**config.mk**
```make
export PLATFORM = sky130hd
export DESIGN_NAME = reset_req_gen
export DESIGN_NICKNAME = d
export VERILOG_FILES = /design/src/rtl/reset_req_gen.sv
export SDC_FILE = /design/constraint.sdc
export NUM_CORES = 1
export LEC_CHECK = 0
export ABC_CLOCK_PERIOD_IN_PS = 1800
export BUFFER_PORTS_ARGS = -buffer_cell sky130_fd_sc_hd__buf_2
export CAP_MARGIN = 10
export CORE_ASPECT_RATIO = 1.4
export CORE_UTILIZATION = 54
export CTS_CLUSTER_DIAMETER = 60
export DETAILED_ROUTE_END_ITERATION = 8
export GPL_TIMING_DRIVEN = 0
export HOLD_SLACK_MARGIN = 0.02
export PLACE_DENSITY = 0.79
export SYNTH_ARGS = -nofsm -noshare
export SYNTH_HDL_FRONTEND = slang
export SYNTH_SLANG_ARGS = --single-unit
export TNS_END_PERCENT = 50
```
**constraint.sdc**
```tcl
create_clock -name clk -period 1.8 [get_ports clk]
set_input_delay 0.27 -clock clk [delete_from_list [all_inputs] [get_ports clk]]
set_output_delay 0.27 -clock clk [all_outputs]
set_load 0.02 [all_outputs]
```
**src/rtl/reset_req_gen.sv**
```systemverilog
// reset_req_gen: power-on, pushbutton and software reset sequencer.
// Produces a registered active-low reset (rst_out_n) for downstream
// synchronisers, a busy flag, and a sticky record of the last reset cause.
module reset_req_gen #(
    parameter int POR_CYCLES      = 1024,
    parameter int DEBOUNCE_CYCLES = 50000,
    parameter int HOLD_CYCLES     = 1000
) (
    input  logic       clk,
    input  logic       rst_async_n,
    input  logic       button_n,
    input  logic       sw_rst_req,
    output logic       rst_out_n,
    output logic       rst_busy,
    output logic [1:0] rst_cause
);

    localparam int DB_W     = $clog2(DEBOUNCE_CYCLES + 1);
    localparam int MAIN_MAX = (POR_CYCLES > HOLD_CYCLES) ? POR_CYCLES : HOLD_CYCLES;
    localparam int CNT_W    = $clog2(MAIN_MAX + 1);

    localparam logic [DB_W-1:0]  DB_LAST   = DB_W'(DEBOUNCE_CYCLES - 1);
    localparam logic [CNT_W-1:0] POR_LAST  = CNT_W'(POR_CYCLES - 1);
    localparam logic [CNT_W-1:0] HOLD_LAST = CNT_W'(HOLD_CYCLES - 1);

    localparam logic [1:0] CAUSE_POR    = 2'b00;
    localparam logic [1:0] CAUSE_BUTTON = 2'b01;
    localparam logic [1:0] CAUSE_SW     = 2'b10;

    typedef enum logic [1:0] {
        S_POR      = 2'd0,
        S_RUN      = 2'd1,
        S_HOLD     = 2'd2,
        S_WAIT_REL = 2'd3
    } state_e;

    // Button synchroniser and debouncer state
    logic            btn_meta_q, btn_meta_d;
    logic            btn_sync_q, btn_sync_d;
    logic            btn_db_q,   btn_db_d;
    logic [DB_W-1:0] db_cnt_q,   db_cnt_d;
    logic            press;

    // Sequencer state
    state_e           state_q, state_d;
    logic [CNT_W-1:0] cnt_q,   cnt_d;
    logic [1:0]       rst_cause_q, rst_cause_d;
    logic             rst_out_n_q, rst_out_n_d;
    logic             rst_busy_q,  rst_busy_d;

    // Synchronise the button, then accept a new level only after it has been
    // stable for DEBOUNCE_CYCLES consecutive synchronised samples.
    always_comb begin
        // NOTE: every signal assigned here gets a default first, so no path
        // leaves a value unassigned and no latch is inferred.
        btn_meta_d = button_n;
        btn_sync_d = btn_meta_q;
        btn_db_d   = btn_db_q;
        db_cnt_d   = db_cnt_q;
        if (btn_sync_q == btn_db_q) begin
            db_cnt_d = '0;
        end else if (db_cnt_q == DB_LAST) begin
            btn_db_d = btn_sync_q;
            db_cnt_d = '0;
        end else begin
            db_cnt_d = db_cnt_q + 1'b1;
        end
    end

    // A press is the debounced level falling, acted on in the same cycle.
    assign press = btn_db_q & ~btn_db_d;

    // Next-state, counter and cause logic; outputs are decoded from the
    // next state so they can be registered without adding latency.
    always_comb begin
        state_d     = state_q;
        cnt_d       = cnt_q;
        rst_cause_d = rst_cause_q;
        unique case (state_q)
            S_POR: begin
                if (cnt_q == POR_LAST) begin
                    state_d = S_RUN;
                    cnt_d   = '0;
                end else begin
                    cnt_d = cnt_q + 1'b1;
                end
            end
            S_RUN: begin
                // Button wins a tie with a software request.
                if (press) begin
                    state_d     = S_HOLD;
                    cnt_d       = '0;
                    rst_cause_d = CAUSE_BUTTON;
                end else if (sw_rst_req) begin
                    state_d     = S_HOLD;
                    cnt_d       = '0;
                    rst_cause_d = CAUSE_SW;
                end
            end
            S_HOLD: begin
                // Requests are ignored here, so the pulse is never stretched.
                if (cnt_q == HOLD_LAST) begin
                    state_d = S_WAIT_REL;
                    cnt_d   = '0;
                end else begin
                    cnt_d = cnt_q + 1'b1;
                end
            end
            S_WAIT_REL: begin
                if (btn_db_q && !sw_rst_req) begin
                    state_d = S_RUN;
                end
            end
            default: begin
                state_d = S_POR;
                cnt_d   = '0;
            end
        endcase
        rst_out_n_d = (state_d == S_RUN);
        rst_busy_d  = (state_d != S_RUN);
    end

    // Debouncer registers; reset to the released level.
    always_ff @(posedge clk or negedge rst_async_n) begin
        // NOTE: sequential state uses non-blocking assignments so all flops
        // update together from values sampled before the edge.
        if (!rst_async_n) begin
            btn_meta_q <= 1'b1;
            btn_sync_q <= 1'b1;
            btn_db_q   <= 1'b1;
            db_cnt_q   <= '0;
        end else begin
            btn_meta_q <= btn_meta_d;
            btn_sync_q <= btn_sync_d;
            btn_db_q   <= btn_db_d;
            db_cnt_q   <= db_cnt_d;
        end
    end

    // Sequencer registers; reset forces rst_out_n low with no path to 1.
    always_ff @(posedge clk or negedge rst_async_n) begin
        if (!rst_async_n) begin
            state_q     <= S_POR;
            cnt_q       <= '0;
            rst_cause_q <= CAUSE_POR;
            rst_out_n_q <= 1'b0;
            rst_busy_q  <= 1'b1;
        end else begin
            state_q     <= state_d;
            cnt_q       <= cnt_d;
            rst_cause_q <= rst_cause_d;
            rst_out_n_q <= rst_out_n_d;
            rst_busy_q  <= rst_busy_d;
        end
    end

    assign rst_out_n = rst_out_n_q;
    assign rst_busy  = rst_busy_q;
    assign rst_cause = rst_cause_q;

endmodule

```
* Word level (Yosys, flattened, before mapping)
Cells that the tools add are included.
W data, S select, Z words.
** Storage, ports and cells
- Flip-flop bits (word level) :: 36
- Output and inout bits :: 4
** Operators by class
- Add/sub/neg operators :: 2
- Reduce and logical (&&, ||, !) cells :: 7
- Multiplexer cells :: 17
- Eq/ne operators :: 10
- Bitwise gates (word level) :: 2
** Operators by type and width (count)
- $mux W11 :: 4
- $pmux W11 S3 :: 1
- $mux W16 :: 2
- $eq A11 B10 Y1 const B :: 2
- $add A16 B1 Y16 const B :: 1
- $eq A16 B16 Y1 const B :: 1
- $mux W2 :: 7
- $add A11 B1 Y11 const B :: 1
- $pmux W2 S4 :: 1
- $eq A2 B1 Y1 const B :: 2
- $eq A2 B2 Y1 const B :: 2
- $reduce_and A2 Y1 :: 2
- $ne A3 B3 Y1 const B :: 1
- $reduce_bool A3 Y1 :: 1
- $logic_not A2 Y1 :: 1
- $mux W1 :: 2
- $ne A2 B1 Y1 const B :: 1
- $reduce_bool A2 Y1 :: 1
- $and A1 B1 Y1 :: 1
- $eq A1 B1 Y1 :: 1
- $logic_and A1 B1 Y1 :: 1
- $logic_not A1 Y1 :: 1
- $not A1 Y1 :: 1

* Depth between registers and ports, before layout
- Depth in word-level cells :: 8
- Depth in mapped cells :: 8

* Worst setup path before layout
No wires, ideal clock.
- Path kind :: register -> register
- Start point :: register state_q[0]
- End point :: register cnt_q[9]
- Buffers on the path :: 0
- Arrival time :: 1.793 ns
- Path slack :: -0.089 ns
- Cell stages (with the launch flop) :: 8
- Period minus slack after synthesis :: 1.889 ns
- Cells stage by stage :: dfrtp_1 -> inv_1 -> ha_1 -> nor2b_1 -> a41o_1 -> or2_2 -> o2bb2a_1 -> o31ai_1
** Between the ends
- Word-level cells in the longest chain between the ends :: 3
- Elaborated cells between the ends (all ways) :: 7
- Classes of those cells :: 3 x eq/ne; 1 x mux; 3 x reduce/logical
** RTL lines
- start: declaration :: line 45 : state_e state_q, state_d;
- start signal: assignment :: line 149 : state_q <= state_d;
- $eq A2 B1 Y1 (tied with other cells) :: line 79 : unique case (state_q)
- $ne A3 B3 Y1 (no source line) / $reduce_bool A3 Y1 (equally long branches)
- $reduce_and A2 Y1 (no source line)
- end signal: assignment :: line 150 : cnt_q <= cnt_d;
- end: declaration :: line 46 : logic [CNT_W-1:0] cnt_q, cnt_d;
Parallel ways exist; a longest one is shown, timed or not.
A chain may end at the register's enable or synchronous reset.

* Final worst setup path
- Start point :: register db_cnt_q[12]
- End point :: register cnt_q[7]
** Between the ends
- Word-level cells in the longest chain between the ends :: 7
- Elaborated cells between the ends (all ways) :: 9
- Classes of those cells :: 2 x eq/ne; 4 x mux; 2 x bitwise; 1 x reduce/logical
** RTL lines
- start: declaration :: line 41 : logic [DB_W-1:0] db_cnt_q, db_cnt_d;
- start signal: assignment :: line 136 : db_cnt_q <= db_cnt_d;
- $eq A16 B16 Y1 (*) :: line 62 : end else if (db_cnt_q == DB_LAST) begin
- $mux W1 (*) :: line 62
- $mux W1 (*) :: line 60 : if (btn_sync_q == btn_db_q) begin
- $not A1 Y1 (*) :: line 71 : assign press = btn_db_q & ~btn_db_d;
- $and A1 B1 Y1 (*) :: line 71
- $mux W11 / $ne A3 B3 Y1 (equally long branches)
- $pmux W11 S3 / $reduce_and A2 Y1 (equally long branches)
Every way passes the cells marked *; elsewhere a longest branch is shown, timed or not.

==> impl_metrics.yaml <==
global_route:
  grt_max_degree: 37
  antenna_found_initial: 0
  grt_usage_pct: 27.7
  grt_pass1_wl_um: 7490
  grt_overflow: 0
  grt_pass1_vias: 1691
routing:
  drc: 0
  drt_iter0_drc: 55
  vias: 1646
  wl_per_cell_um: 17.9
  ant_nets: 0
  totalWireLength_um: 4750
  drt_pre_antenna_iters: 5
  post_drt_via_cell_ratio: 6.21
power_and_ir_drop:
  vdd_drop_max_v: 0.00124
  total_power_mw: 3.36
  leakage_nw: 1.06
  p_per_area_mw_per_mm2: 1380
synth:
  avgSynthCellArea_um2: 9.89
  yosys.area.top_type: "dfrtp_1"
  synth.yosys.seq_area_share_pct: 48.7
  synth.most_common_cell: "dfrtp_1"
  ys.flop_type: "dfrtp_1"
  ys_warn_count: 0
  synth_area_leaders: "dfrtp_1 43%, nor2_1 5.9%, dfstp_2 5.7%, ha_1 4.0%, xor2_1 3.8%"
  synthCells: 188
  synth_area_mm2: 0.00186
  yosys-top-cells-count: "32 x dfrtp_1, 29 x nor2_1, 14 x nand2_1"
  async_flop_share_pct: 100
  synth.net_count: 198
  yosysUniqueCellTypes: 42
  synth_top_cell_area_share_pct: 43.1
  synth-edff-count: 0
  ys_seq_elements: 36
floorplanning:
  initial_core_util_pct: 58.4
  core_mm2: 0.00318
  num_rows: 24
  ios: 8
  die-area_mm2: 0.00369
  fp.dieH_um: 71.4
  die_w_um: 51.6
timing:
  finalCriticalPeriod_ps: 1790
  worst_slack_ps: 14.9
  relSlewSlack_pct: 47.4
  finalHoldViolations: 0
  fin_skew_ps: 8.97
  fin_tns_setup_ps: 0
  setup_viol: 0
  worstMarginPinSlew_ps: 789
  min_period_over_period_pct: 99.2
  rsz0062_at_grt: "true"
  maxSlewViolCount: 0
  max_freq_ghz: 0.560
worst_setup_path:
  critical_path_peak_fanout: 10
  cp-end-kind: "register"
  crit_arrival_ps: 1960
  worstPathRequired_ps: 1970
  path_class: "register to register"
  cp-start-kind: "register"
clock_tree:
  clock-sinks: 36
  hold_buffers: 0
  htreeDepth: 2
  root_buffer: "clkbuf_8"
  clk_latency_ps: 290
  cts_tree: "yes"
  clk_pin_slew_ps: 70
  cts_inserted_buffers: 5
  cts_buffer_depth: 2
status:
  status: "completed"
hold_path:
  hold_path.class: "input pin to asynchronous set/reset pin"
place:
  pre_cts_ws_ps: -358
  io_buffers: 7
  hpwl_um: 2800
  place_area_mm2: 0.00196
  place_congestion: 0.798
finish:
  n_antenna_cell: 0
  drive_above_1_share_pct: 32.7
  final_net_count: 235
  stdcell_area_mm2: 0.00242
  area_growth_pct: 30.3
  fillers: 196
  postLayoutCoreUtil_pct: 76.1
flow_run:
  max_cap_viol_count: 0
==> power breakdown <==
part	total [mW]	switching [mW]	internal, mW
registers	1.06	0.129	0.936
clock network	0.586	0.274	0.312
logic	1.70	0.869	0.836
total	3.36	1.27	2.08
==> cell type report <==
cell class	instances	area, um2	area share (%)
multi-input cells	145	1130	46.6
repair buffers	30	208	8.57
well taps	39	48.8	2.01
clock buffers	8	90.1	3.72
flip-flops and latches	36	908	37.5
plain buffers	2	18.8	0.774
inverters	5	21.3	0.878
==> kinds of logic after synthesis <==
group | count (synthesis) | synth area share [%]
adders and majority gates | 6 | 4.04
xor gates and xnor gates | 15 | 7.07
DFF | 36 | 48.7
buffers and inverters | 7 | 1.48
muxes | 2 | 1.14
AOI/OAI and AO/OA | 31 | 11.8
and+or+nand+nor | 91 | 25.7
==> through the flow <==
step                cells  hold WS (ps)
floorplan             188         -25.6
global placement      234           347
detailed placement    234           347
CTS                   255          75.8
global route          265          74.9
finish                265          62.2
==> path summary, 6_finish.rpt <==
check,startpoint,endpoint,slack [ps],depth (start not counted)
min in group clk,button_n,btn_meta_q$_DFF_PN1_,80,1
max in group asynchronous,rst_async_n,state_q[0]$_DFF_PN0_,1180,1
worst max-delay path,db_cnt_q[12]$_DFF_PN0_,cnt_q[7]$_DFFE_PN0P_,10,5
worst max register to register,db_cnt_q[12]$_DFF_PN0_,cnt_q[7]$_DFFE_PN0P_,10,5
worst min register to register,btn_meta_q$_DFF_PN1_,btn_sync_q$_DFF_PN1_,350,0
worst min-delay path,rst_async_n,db_cnt_q[2]$_DFF_PN0_,60,1
==> state kept, by name (all words and copies together) (netlist names) <==
| name | cells |
|---|---|
| db_cnt_q | 16 |
| cnt_q | 11 |
| rst_cause | 2 |
| state_q | 2 |
| btn_db_q | 1 |
| btn_meta_q | 1 |
| btn_sync_q | 1 |
| rst_busy | 1 |
| rst_out_n | 1 |
==> placed cells by master, fill, tap and decap left out, types with 4 or more instances in the layout <==
| master | synthesis | routed |
|---|---|---|
| dfstp_2 | 4 | 4 |
| nand2_1 | 14 | 14 |
| o21ai_0 | 9 | 8 |
| nor2_1 | 29 | 26 |
| buf_2 | 1 | 7 |
| nor3_1 | 7 | 5 |
| nand3_1 | 13 | 12 |
| ha_4 | 0 | 4 |
| xor2_1 | 8 | 8 |
| clkbuf_8 | 0 | 6 |
| xnor2_1 | 7 | 7 |
| buf_4 | 0 | 24 |
| and3_1 | 7 | 6 |
| dfrtp_1 | 32 | 30 |
==> metal layers <==
metal / vias to the layer above / share of wire [%] / global-route usage (%)
li1: 746 / - / -
met1: 823 / 36 / 27.4
met2: 53 / 56 / 51.1
met3: 24 / 3.2 / 5.94
met4: 0 / 4.8 / 16.2
met5: - / 0 / 0
==> critical path, cell delays in order, from the launching register on <==
cell,delay [ps]
dfrtp_1,420
and4bb_2,350
nand4_4,140
o21ba_4,280
buf_6,140
a221o_1,340
==> repair_timing <==
item / 4_1_cts / 5_1_grt
buffers inserted: 13 / 10
pin swaps: 3 / 15
endpoints found under the setup margin: 22 / 23
hold endpoints to repair: 0 / 0
gates resized for setup: 22 / 24
Power figures use the tool's default switching activity.
